**src/rtl/rv32i_mc_ctrl.sv**
```systemverilog
// Multi-cycle RV32I control FSM: FETCH/DECODE/EXEC/MEM/WB with req/ack memories, trap and instret.
// Latency: ALU 4, BRANCH/JAL/JALR 3, FENCE 2, STORE 4, LOAD 5 cycles (+1 per memory wait cycle).
// Backpressure: imem_req/dmem_req held until ack; a req unacked for ACK_TIMEOUT cycles traps (cause 2).
// Ports: clk/areset_n (sync, active-low); IR fields opcode/funct3/funct7b5/funct12b0; ALU zero flag;
//        imem/dmem req/ack handshakes plus dmem_we; datapath strobes ir_we/rf_we/pc_we;
//        selects pc_sel/alu_src_a/alu_src_b/alu_op/wb_sel; trap/trap_cause status; instret counter.
module rv32i_mc_ctrl #(
    parameter int ACK_TIMEOUT = 16,
    parameter int RETIRE_W    = 32
) (
    input  logic                clk,
    input  logic                areset_n,
    input  logic [6:0]          opcode,
    input  logic [2:0]          funct3,
    input  logic                funct7b5,
    input  logic                funct12b0,
    input  logic                zero,
    input  logic                imem_ack,
    input  logic                dmem_ack,
    output logic                imem_req,
    output logic                ir_we,
    output logic                dmem_req,
    output logic                dmem_we,
    output logic                rf_we,
    output logic                pc_we,
    output logic [1:0]          pc_sel,
    output logic [1:0]          alu_src_a,
    output logic                alu_src_b,
    output logic [3:0]          alu_op,
    output logic [1:0]          wb_sel,
    output logic                trap,
    output logic [1:0]          trap_cause,
    output logic [RETIRE_W-1:0] instret
);

    typedef enum logic [2:0] {
        S_IDLE, S_FETCH, S_DECODE, S_EXEC, S_MEM, S_WB, S_TRAP
    } state_t;

    localparam logic [6:0] OP_LUI    = 7'b0110111;
    localparam logic [6:0] OP_AUIPC  = 7'b0010111;
    localparam logic [6:0] OP_JAL    = 7'b1101111;
    localparam logic [6:0] OP_JALR   = 7'b1100111;
    localparam logic [6:0] OP_BRANCH = 7'b1100011;
    localparam logic [6:0] OP_LOAD   = 7'b0000011;
    localparam logic [6:0] OP_STORE  = 7'b0100011;
    localparam logic [6:0] OP_IMM    = 7'b0010011;
    localparam logic [6:0] OP_REG    = 7'b0110011;
    localparam logic [6:0] OP_FENCE  = 7'b0001111;
    localparam logic [6:0] OP_SYSTEM = 7'b1110011;

    localparam logic [1:0] CAUSE_ILLEGAL = 2'd1;
    localparam logic [1:0] CAUSE_TIMEOUT = 2'd2;
    localparam logic [1:0] CAUSE_ENV     = 2'd3;

    localparam int              CNT_W    = (ACK_TIMEOUT > 2) ? $clog2(ACK_TIMEOUT) : 1;
    localparam logic [CNT_W-1:0] TMO_LAST = CNT_W'((ACK_TIMEOUT > 0) ? ACK_TIMEOUT - 1 : 0);

    state_t            state, state_next;
    logic [CNT_W-1:0]  tmo_cnt;
    logic [1:0]        cause_next;
    logic              tmo_hit;
    logic              br_taken;
    logic              is_alu_cls;
    logic [3:0]        ex_op;
    logic [1:0]        ex_a;
    logic              ex_b;
    logic              unused_sys;

    // ECALL and EBREAK report the same cause, so instr[20] is not needed.
    assign unused_sys = funct12b0;

    function automatic logic [3:0] alu_from_f3(input logic [2:0] f3, input logic alt, input logic is_reg);
        logic [3:0] op;
        case (f3)
            3'd0:    op = (alt && is_reg) ? 4'd1 : 4'd0;
            3'd1:    op = 4'd2;
            3'd2:    op = 4'd3;
            3'd3:    op = 4'd4;
            3'd4:    op = 4'd5;
            3'd5:    op = alt ? 4'd7 : 4'd6;
            3'd6:    op = 4'd8;
            default: op = 4'd9;
        endcase
        return op;
    endfunction

    // Expiry fires on the last allowed wait cycle; an ack in that cycle takes priority.
    assign tmo_hit    = (ACK_TIMEOUT != 0) && (tmo_cnt == TMO_LAST);
    // BEQ/BGE/BGEU take on zero, their odd-funct3 partners on the inverse; signed/unsigned
    // compares produce zero when the SLT result is 0 (i.e. not less-than).
    assign br_taken   = (funct3[2] ? ~zero : zero) ^ funct3[0];
    assign is_alu_cls = (opcode == OP_REG) || (opcode == OP_IMM) ||
                        (opcode == OP_LUI) || (opcode == OP_AUIPC);

    // ALU operand/op selection per instruction class; reused in EXEC, MEM and WB so the
    // datapath sees stable inputs for as long as the result is consumed.
    always_comb begin
        ex_op = 4'd0;
        ex_a  = 2'd0;
        ex_b  = 1'b0;
        case (opcode)
            OP_REG:   ex_op = alu_from_f3(funct3, funct7b5, 1'b1);
            OP_IMM: begin
                ex_op = alu_from_f3(funct3, funct7b5, 1'b0);
                ex_b  = 1'b1;
            end
            OP_LUI: begin
                ex_a = 2'd2;
                ex_b = 1'b1;
            end
            OP_AUIPC: begin
                ex_a = 2'd1;
                ex_b = 1'b1;
            end
            OP_LOAD, OP_STORE, OP_JALR: ex_b = 1'b1;
            OP_BRANCH: ex_op = !funct3[2] ? 4'd1 : (!funct3[1] ? 4'd3 : 4'd4);
            default: ;
        endcase
    end

    always_comb begin
        state_next = state;
        cause_next = trap_cause;
        imem_req   = 1'b0;
        ir_we      = 1'b0;
        dmem_req   = 1'b0;
        dmem_we    = 1'b0;
        rf_we      = 1'b0;
        pc_we      = 1'b0;
        pc_sel     = 2'd0;
        alu_src_a  = 2'd0;
        alu_src_b  = 1'b0;
        alu_op     = 4'd0;
        wb_sel     = 2'd0;
        case (state)
            S_IDLE: state_next = S_FETCH;
            S_FETCH: begin
                imem_req = 1'b1;
                if (imem_ack) begin
                    ir_we      = 1'b1;
                    state_next = S_DECODE;
                end else if (tmo_hit) begin
                    state_next = S_TRAP;
                    cause_next = CAUSE_TIMEOUT;
                end
            end
            S_DECODE: begin
                case (opcode)
                    OP_LUI, OP_AUIPC, OP_JAL, OP_JALR, OP_BRANCH,
                    OP_LOAD, OP_STORE, OP_IMM, OP_REG: state_next = S_EXEC;
                    OP_FENCE: begin
                        pc_we      = 1'b1;
                        state_next = S_FETCH;
                    end
                    OP_SYSTEM: begin
                        state_next = S_TRAP;
                        // SYSTEM encodings with nonzero funct3 (CSR access) report as illegal.
                        cause_next = (funct3 == 3'd0) ? CAUSE_ENV : CAUSE_ILLEGAL;
                    end
                    default: begin
                        state_next = S_TRAP;
                        cause_next = CAUSE_ILLEGAL;
                    end
                endcase
            end
            S_EXEC: begin
                alu_op    = ex_op;
                alu_src_a = ex_a;
                alu_src_b = ex_b;
                case (opcode)
                    OP_LOAD, OP_STORE: state_next = S_MEM;
                    OP_BRANCH: begin
                        pc_we      = 1'b1;
                        pc_sel     = br_taken ? 2'd1 : 2'd0;
                        state_next = S_FETCH;
                    end
                    OP_JAL, OP_JALR: begin
                        rf_we      = 1'b1;
                        wb_sel     = 2'd2;
                        pc_we      = 1'b1;
                        pc_sel     = (opcode == OP_JAL) ? 2'd1 : 2'd2;
                        state_next = S_FETCH;
                    end
                    default: state_next = S_WB;
                endcase
            end
            S_MEM: begin
                dmem_req  = 1'b1;
                dmem_we   = (opcode == OP_STORE);
                alu_op    = ex_op;
                alu_src_a = ex_a;
                alu_src_b = ex_b;
                if (dmem_ack) begin
                    if (opcode == OP_STORE) begin
                        pc_we      = 1'b1;
                        state_next = S_FETCH;
                    end else begin
                        state_next = S_WB;
                    end
                end else if (tmo_hit) begin
                    state_next = S_TRAP;
                    cause_next = CAUSE_TIMEOUT;
                end
            end
            S_WB: begin
                rf_we      = 1'b1;
                pc_we      = 1'b1;
                wb_sel     = (opcode == OP_LOAD) ? 2'd1 : 2'd0;
                state_next = S_FETCH;
                // No result register: ALU controls stay up while its output is written back.
                if (is_alu_cls) begin
                    alu_op    = ex_op;
                    alu_src_a = ex_a;
                    alu_src_b = ex_b;
                end
            end
            S_TRAP: state_next = S_TRAP;
            default: state_next = S_IDLE;
        endcase
    end

    always_ff @(posedge clk) begin
        if (!areset_n) begin
            state      <= S_IDLE;
            tmo_cnt    <= '0;
            trap       <= 1'b0;
            trap_cause <= 2'd0;
            instret    <= '0;
        end else begin
            state <= state_next;
            // Counts only while a request stays pending in the same state; any transition
            // (including into FETCH/MEM) restarts it from zero.
            if ((state_next == state) && (imem_req || dmem_req))
                tmo_cnt <= tmo_cnt + CNT_W'(1);
            else
                tmo_cnt <= '0;
            if ((state_next == S_TRAP) && (state != S_TRAP)) begin
                trap       <= 1'b1;
                trap_cause <= cause_next;
            end
            if (pc_we)
                instret <= instret + RETIRE_W'(1);
        end
    end

endmodule
```
**config.mk**
```make
export PLATFORM = sky130hd
export DESIGN_NAME = rv32i_mc_ctrl
export DESIGN_NICKNAME = d
export VERILOG_FILES = /design/src/rtl/rv32i_mc_ctrl.sv
export SDC_FILE = /design/constraint.sdc
export NUM_CORES = 1
export LEC_CHECK = 0
export CAP_MARGIN = 20
export CORE_MARGIN = 8
export CORE_UTILIZATION = 51
export CTS_BUF_LIST = sky130_fd_sc_hd__clkbuf_8
export DETAILED_ROUTE_END_ITERATION = 6
export PLACE_DENSITY = 0.95
export RECOVER_POWER = 50
export SLEW_MARGIN = 25
export SYNTH_ARGS = -nofsm -noshare
export SYNTH_HDL_FRONTEND = slang
export SYNTH_SLANG_ARGS = --single-unit
```
**constraint.sdc**
```tcl
create_clock -name clk -period 2.77 [get_ports clk]
set_input_delay 0.6925 -clock clk [delete_from_list [all_inputs] [get_ports clk]]
set_output_delay 0.6925 -clock clk [all_outputs]
set_load 0.005 [all_outputs]
```
==> flow_summary.ini <==
[run_status]
run_status = finished, final reports clean

[power_and_ir_drop]
cellLeakagePower_nw = 1.42
power.ir.vdd_worst_v = 0.000251
power.density_cell_area_nw_per_um2 = 332

[clock_network]
tritoncts = built
longest_clk_path_bufs = 2
numCtsBuffers = 5
cts_root_buffer = sky130_fd_sc_hd__clkbuf_8
h-tree-depth = 2
worstSkewPairLatency_ps = 290
sinks_on_clock_net = 42
cts.reportedPaths.clkPinSlew_ps = 80

[cells_and_area]
nets = 454
final_common_cell = sky130_fd_sc_hd__dfxtp_1
final.fill_count = 402
areaGrowthSynthToFinish_pct = 37.9
seq_area_um2 = 841
antenna-diode-count = 0
fin_util = 0.723
multi_input_comb_area_um2 = 1650
layout_common_cells = 42 x sky130_fd_sc_hd__dfxtp_1, 38 x sky130_fd_sc_hd__a21oi_1, 37 x sky130_fd_sc_hd__dlygate4sd3_1
post_route_non_filler_standard_cell_count = 506
post_route_cells_drive_above_1_share = 0.156

[yosys]
synth.mux.area_fraction = 0.0114
synthSimpleGateAreaFrac = 0.354
synth_xor_area_frac = 0.0199
main_combinational_cell_family_by_area_after_synthesis = simple AND/OR/NAND/NOR gates
synth-adder-area-share = 0.00946
ys_seq_area_frac = 0.318
compound_gate_portion_of_the_synthesized_area = 0.219
synth.ff_latch_count = 42
post_synth.cell_area_avg_um2 = 7.67
syn_inst = 345
synthDistinctLibCells = 52
fraction_of_registers_with_async_set_reset = 0
yosys_warnings = 0
post_synth_edffs = 0
most_common_flop_cell_mapped_by_yosys = sky130_fd_sc_hd__dfxtp_1
synth.cell_area_um2 = 2650
syn_nets = 364

[sta]
clock.fmax_mhz = 364
timing_hold_violations_final = 0
finClkSkew_ps = 4.27
min_period_over_period = 0.990
period_needed_ps = 2740
finalMaxSlewViolations = 0
timing.max_slew.rel_slack = 0.458
whs_ps = 450
finalSetupViolations = 0
postLayoutSetupSlackWorst_ps = 26.4
tightestPinTransition_ps = 805

[place]
dp.cells = 492
gp_congestion = 0.984
place_ws_ps = -602
post-dp-hpwl_um = 5890
port_buffers = 67

[routing]
drt-vias-per-instance = 6.14
wl_met1_um = 3310
vias = 3108
detail-route-antenna-nets = 0
avgRoutedWirePerCell_um = 16.5
detailroute.wirelength.met3_um = 610
route.final.wire_length_um = 8360
drt_pre_antenna_iters = 7
topRoutingLayerUsed = met4
detailroute.wirelength.met2_um = 4210
drt_first_iter_violations = 187
drc_errors = 0

[run]
max-cap-violations = 0

[worst_setup_path]
cp_top_family = buffers and inverters
timing.critical_path.from_type = input port
critical_path_class = input port to output port
timing.critical_path.arrival_ps = 2050
timing.critical_path.required_ps = 2080
number_of_buffer_and_inverter_stages_on_the_critical_path = 4
endpoint_kind = output port
slowest_delay_ps = 270
timing.critical_path.cells = buf_2 -> buf_4 -> and3b_2 -> buf_4 -> a22oi_1 -> nor2_1 -> a21oi_1 -> nor2_1 -> dlygate4sd2_1
critical-path-slowest-cell = sky130_fd_sc_hd__dlygate4sd2_1
crit_fanout = 6

[floorplan]
std_cell_rows = 26
core_um2 = 5040
die_h_um = 88.0
io_pins = 69
die_w_um = 88.0
initial_core_util = 0.525
floorplan.die_area_um2 = 7750

[global_routing]
grt_max_degree = 50
grt_usage = 0.210
initial_antenna_violation_count = 0
global_route_wire_length_before_repair_um = 13400
grt_overflow = 0
first_global_vias = 2947

[min_path]
min_path_type = register to register
[synthesized netlist by cell type (2+ instances only)]
| cell type | number | share of area |
|---|---|---|
| sky130_fd_sc_hd__a21oi_1 | 40 | 0.076 |
| sky130_fd_sc_hd__a311oi_1 | 2 | 0.0066 |
| sky130_fd_sc_hd__a31o_2 | 3 | 0.0099 |
| sky130_fd_sc_hd__a31oi_1 | 3 | 0.0071 |
| sky130_fd_sc_hd__and2_1 | 2 | 0.0047 |
| sky130_fd_sc_hd__and3_1 | 6 | 0.014 |
| sky130_fd_sc_hd__and3b_1 | 3 | 0.0099 |
| sky130_fd_sc_hd__and4_1 | 3 | 0.0099 |
| sky130_fd_sc_hd__buf_2 | 2 | 0.0038 |
| sky130_fd_sc_hd__buf_6 | 5 | 0.021 |
| sky130_fd_sc_hd__clkbuf_1 | 16 | 0.023 |
| sky130_fd_sc_hd__dfxtp_1 | 42 | 0.32 |
| sky130_fd_sc_hd__ha_1 | 2 | 0.0095 |
| sky130_fd_sc_hd__inv_1 | 11 | 0.016 |
| sky130_fd_sc_hd__mux2i_1 | 3 | 0.011 |
| sky130_fd_sc_hd__nand2_1 | 29 | 0.041 |
| sky130_fd_sc_hd__nand2b_1 | 5 | 0.012 |
| sky130_fd_sc_hd__nand3_1 | 16 | 0.030 |
| sky130_fd_sc_hd__nand3b_1 | 3 | 0.0085 |
| sky130_fd_sc_hd__nand4_1 | 11 | 0.026 |
| sky130_fd_sc_hd__nand4b_1 | 2 | 0.0066 |
| sky130_fd_sc_hd__nor2_1 | 30 | 0.043 |
| sky130_fd_sc_hd__nor2b_1 | 5 | 0.012 |
| sky130_fd_sc_hd__nor3_1 | 10 | 0.019 |
| sky130_fd_sc_hd__nor3b_1 | 3 | 0.0085 |
| sky130_fd_sc_hd__nor4_1 | 2 | 0.0047 |
| sky130_fd_sc_hd__o21a_1 | 2 | 0.0057 |
| sky130_fd_sc_hd__o21ai_0 | 12 | 0.023 |
| sky130_fd_sc_hd__o31ai_1 | 20 | 0.057 |
| sky130_fd_sc_hd__o41ai_1 | 2 | 0.0066 |
| sky130_fd_sc_hd__or2_2 | 2 | 0.0047 |
| sky130_fd_sc_hd__or3_1 | 4 | 0.0095 |
| sky130_fd_sc_hd__or4_1 | 21 | 0.060 |
| sky130_fd_sc_hd__xnor2_1 | 4 | 0.013 |
| sky130_fd_sc_hd__xor2_1 | 2 | 0.0066 |
[path summary, 6_finish.rpt]
| check | cells past startpoint | end | startpoint | slack [ps] |
|---|---|---|---|---|
| worst max-delay path | 9 | alu_op[1] | opcode[4] | 30 |
| worst min-delay path | 1 | tmo_cnt[0] | tmo_cnt[0] | 450 |
| worst min register to register | 1 | tmo_cnt[0] | tmo_cnt[0] | 450 |
| worst max register to register | 7 | instret[13] | state[1] | 260 |
[worst register-to-register path, stage by stage (launching register included)]
cell and delay, ps:
sky130_fd_sc_hd__dfxtp_1 510, sky130_fd_sc_hd__nand3b_1 180, sky130_fd_sc_hd__o41a_1 450, sky130_fd_sc_hd__and3_1 190, sky130_fd_sc_hd__buf_4 140, sky130_fd_sc_hd__buf_4 250, sky130_fd_sc_hd__or4_1 560, sky130_fd_sc_hd__a21oi_1 160
[sequential cells by signal, indices dropped and copies added (netlist names)]
| signal | cells |
|---|---|
| instret | 32 |
| tmo_cnt | 4 |
| state | 3 |
| trap_cause | 2 |
| trap | 1 |
[metal layers]
layer,global-route usage,vias to the layer above
met5,0,-
met4,0.0937,0
met3,0.0488,26
met2,0.384,145
met1,0.223,1456
li1,-,1481
[layout make-up]
class / instances / area share
clock buffers: 6 / 0.0226
repair buffers: 107 / 0.256
inverters: 12 / 0.0127
clock inverters: 2 / 0.00240
flip-flops and latches: 42 / 0.231
multi-input cells: 267 / 0.452
well taps: 70 / 0.0240
[power breakdown]
part,leakage [nW],switching [mW],total [mW],internal (mW)
clock,0.0524,0.209,0.406,0.198
combinational,1.03,0.100,0.185,0.0853
sequential,0.339,0.0101,0.620,0.610
total,1.42,0.319,1.21,0.893
[what timing repair did]
action / 4_1_cts / 5_1_grt
resized for setup: 51 / 8
endpoints found under the setup margin: 33 / 9
cloned: 0 / 0
endpoints found under the hold margin: 0 / 0
hold buffers: 0 / 0
pin swaps: 4 / 4
setup buffers: 4 / 3
[kinds of logic (layout without fill, tap and decap cells)]
kind of cell	Yosys count	in the layout
compound gates	93	93
buf+inv	36	127
mux	3	3
flops	42	42
fa+ha+maj	2	2
simple gates	163	163
xor+xnor	6	6
[per-stage QoR]
step,instance area [um2],TNS [ps],total power [mW]
2_1_floorplan,2650,0,0.731
3_3_place_gp,3520,-11200,0.806
3_5_place_dp,3520,-13670,0.814
4_1_cts,3650,0,1.21
5_1_grt,3650,-4.67,1.26
6_report,3650,0,1.21
(Power assumes the default switching activity.)
==> RTL change, RTL diff (config.mk and constraints unchanged) <==
Reset style: asynchronous (`areset_n`), changed in one clocked block.
--- a/src/rtl/rv32i_mc_ctrl.sv
+++ b/src/rtl/rv32i_mc_ctrl.sv
@@ -222,3 +222,3 @@
 
-    always_ff @(posedge clk) begin
+    always_ff @(posedge clk or negedge areset_n) begin
         if (!areset_n) begin
Behaviour: differs if areset_n is asserted again (counterexample within 4 cycles, from zero or initial values and one cycle with areset_n low); with areset_n held inactive, the same outputs for 10 cycles.
==> RTL change against the original RTL <==
  * Count of clock-buffer cells in the layout down 1
  * Setup slack worse by 14 ps
  * Wire length down 9.9%
  * Area after synthesis down 6.3%
  * Cell area up 1.4%
  * Largest cell class unchanged
  * Global-route usage down 0.73 points
  * Critical path type unchanged
  * Sequential cell count unchanged
Power is not compared: it rests on default switching activity, and its combinational part moved more than twofold at a synthesized area within 25%.
==> RTL change: results (changes against the original RTL) <==
Run status
  – Status: complete, no violations

Logic synthesis
  – Synth unique cells: 55 (+5.8%)
  – Synth Instances: 266 (-23%)
  – Synth async-reset ratio: 1.00 (+1.00)
  – Ys Warns: 0 (unchanged)
  – Mapped Nets: 285 (-22%)
  – Register area share after synthesis: 0.424 (+0.106)
  – Most frequent cells after synthesis: 42 x dfrtp_1, 32 x nor2_1, 25 x xnor2_1, 22 x nand2_1, 17 x nand3_1
  – Synth top area cells: dfrtp_1 42%, xnor2_1 8.8%, nor2_1 4.8%, xor2_1 3.5%, nand3_1 3.4%
  – Top FF cell, synth: dfrtp_1

Placed design
  – Buffers on Ports: 67 (unchanged)
  – DP Area: 0.00342 mm^2 (-2.9%)
  – DP Wirelength: 5260 um (-11%)
  – GPL Wtd Cong: 0.976 (-0.88%)
  – Place WS: -642 ps (-39.5 ps)
  – Placed cells: 410 (-17%)

Critical path
  – Crit path capture: pc_we
  – Worst Setup SP: opcode[3]
  – Worst reg2reg startpoint: state[2]
  – Reg2Reg Setup Slack: 350 ps (+90 ps)
  – CP max FO: 4 (-2)
  – Crit path arrival time: 2070 ps (+20 ps)
  – Reg2reg path depth: 8 (+1)
  – Crit Reg-Reg Endpoint: instret[11]

Route
  – Vias per Instance: 5.97 (-2.8%)
  – Router iterations before antenna repair: 5 (-2)
  – 1st-iter DRT viols: 145 (-22%)
  – Drt total wl: 7530 um (-9.9%)

Timing
  – Post-route setup slack: 12.5 ps (-13.9 ps)
  – Slew margin rel.: 0.328 (-0.130)
  – Worst Clk Skew: 10.1 ps (+5.86 ps)

Global route
  – Number of global-route vias before repair: 2515 (-15%)
  – Pin count of the biggest net entering global routing: 43 (-14%)
  – First-pass GRT wire length: 12100 um (-9.2%)
  – GRT Overall Usage: 0.203 (-0.00732)

Finish
  – Fill cells: 284 (-29%)
  – Ratio of cells with drive above 1 in the final layout: 0.238 (+0.0825)
  – Final Non-Filler Cells: 423 (-16%)
  – Final #Nets: 387 (-15%)

Hold path
  – HP Class: reg2reg
[RTL change: cell count changes after synthesis, moves of 19 or more]
| cell | delta |
|---|---|
| xnor2_1 | +21 |
| dfrtp_1 | +42 |
| or4_1 | -21 |
| o31ai_1 | -19 |
| dfxtp_1 | -42 |
| a21oi_1 | -34 |
[RTL change: metrics by stage]
| step | utilization | hold slack (ps) |
|---|---|---|
| after floorplan | - | 397 |
| after global placement | 0.730 | 445 |
| after detailed placement | 0.730 | 453 |
| after CTS | 0.780 | 484 |
| after global routing | 0.788 | 500 |
| final | 0.788 | 475 |
[RTL change: what timing repair did]
item,in CTS,in global routing
hold buffers,0,0
buffers inserted,5,1
setup endpoints to repair,14,11
pin swaps,9,7
gates resized for setup,55,23
[RTL change: layout make-up]
cell class	instances	area share
Tap cell	54	0.0183
Timing Repair Buffer	104	0.250
Multi-Input combinational cell	205	0.400
Clock inverter	3	0.0186
Inverter	10	0.0102
Clock buffer	5	0.0186
Sequential cell	42	0.284
[RTL change: worst min path at each step]
| stage | endpoint | from | depth (start not counted) |
|---|---|---|---|
| 3_3_place_gp | tmo_cnt[0] | tmo_cnt[0] | 1 |
| 2_1_floorplan | instret[0] | areset_n | 0 |
| 5_1_grt | tmo_cnt[0] | tmo_cnt[0] | 1 |
| 6_report | tmo_cnt[0] | tmo_cnt[0] | 1 |
| 4_1_cts | tmo_cnt[0] | tmo_cnt[0] | 1 |
| 3_5_place_dp | tmo_cnt[0] | tmo_cnt[0] | 1 |
[RTL change: cells by family after synthesis]
logic type | Yosys count | share of synthesized area
AO/OA/AOI/OAI | 40 | 0.128
XOR/XNOR | 35 | 0.124
adder cells (fa/ha/maj) | 2 | 0.0101
buffers and inverters | 19 | 0.0318
flip-flops | 42 | 0.424
multiplexers | 2 | 0.00909
AND/OR/NAND/NOR | 126 | 0.274
[RTL change: power by group]
part / internal [W] / switching [W] / total, W
clock network: 0.000361 / 0.000215 / 0.000576
registers: 0.000698 / 0.0000939 / 0.000792
logic: 0.000393 / 0.000390 / 0.000783
total: 0.00145 / 0.000698 / 0.00215
[RTL change: worst max-delay path, cell delays in order]
cell	delay (ps)
dlygate4sd2_1	260
or4b_4	500
o32a_1	200
o32a_4	240
nand2_4	70
buf_6	90
[RTL change: layer usage]
metal / GRT usage / share of wire
met1: 0.223 / 0.38
met5: 0 / 0
met4: 0.0653 / 0.024
met3: 0.0573 / 0.083
met2: 0.367 / 0.51
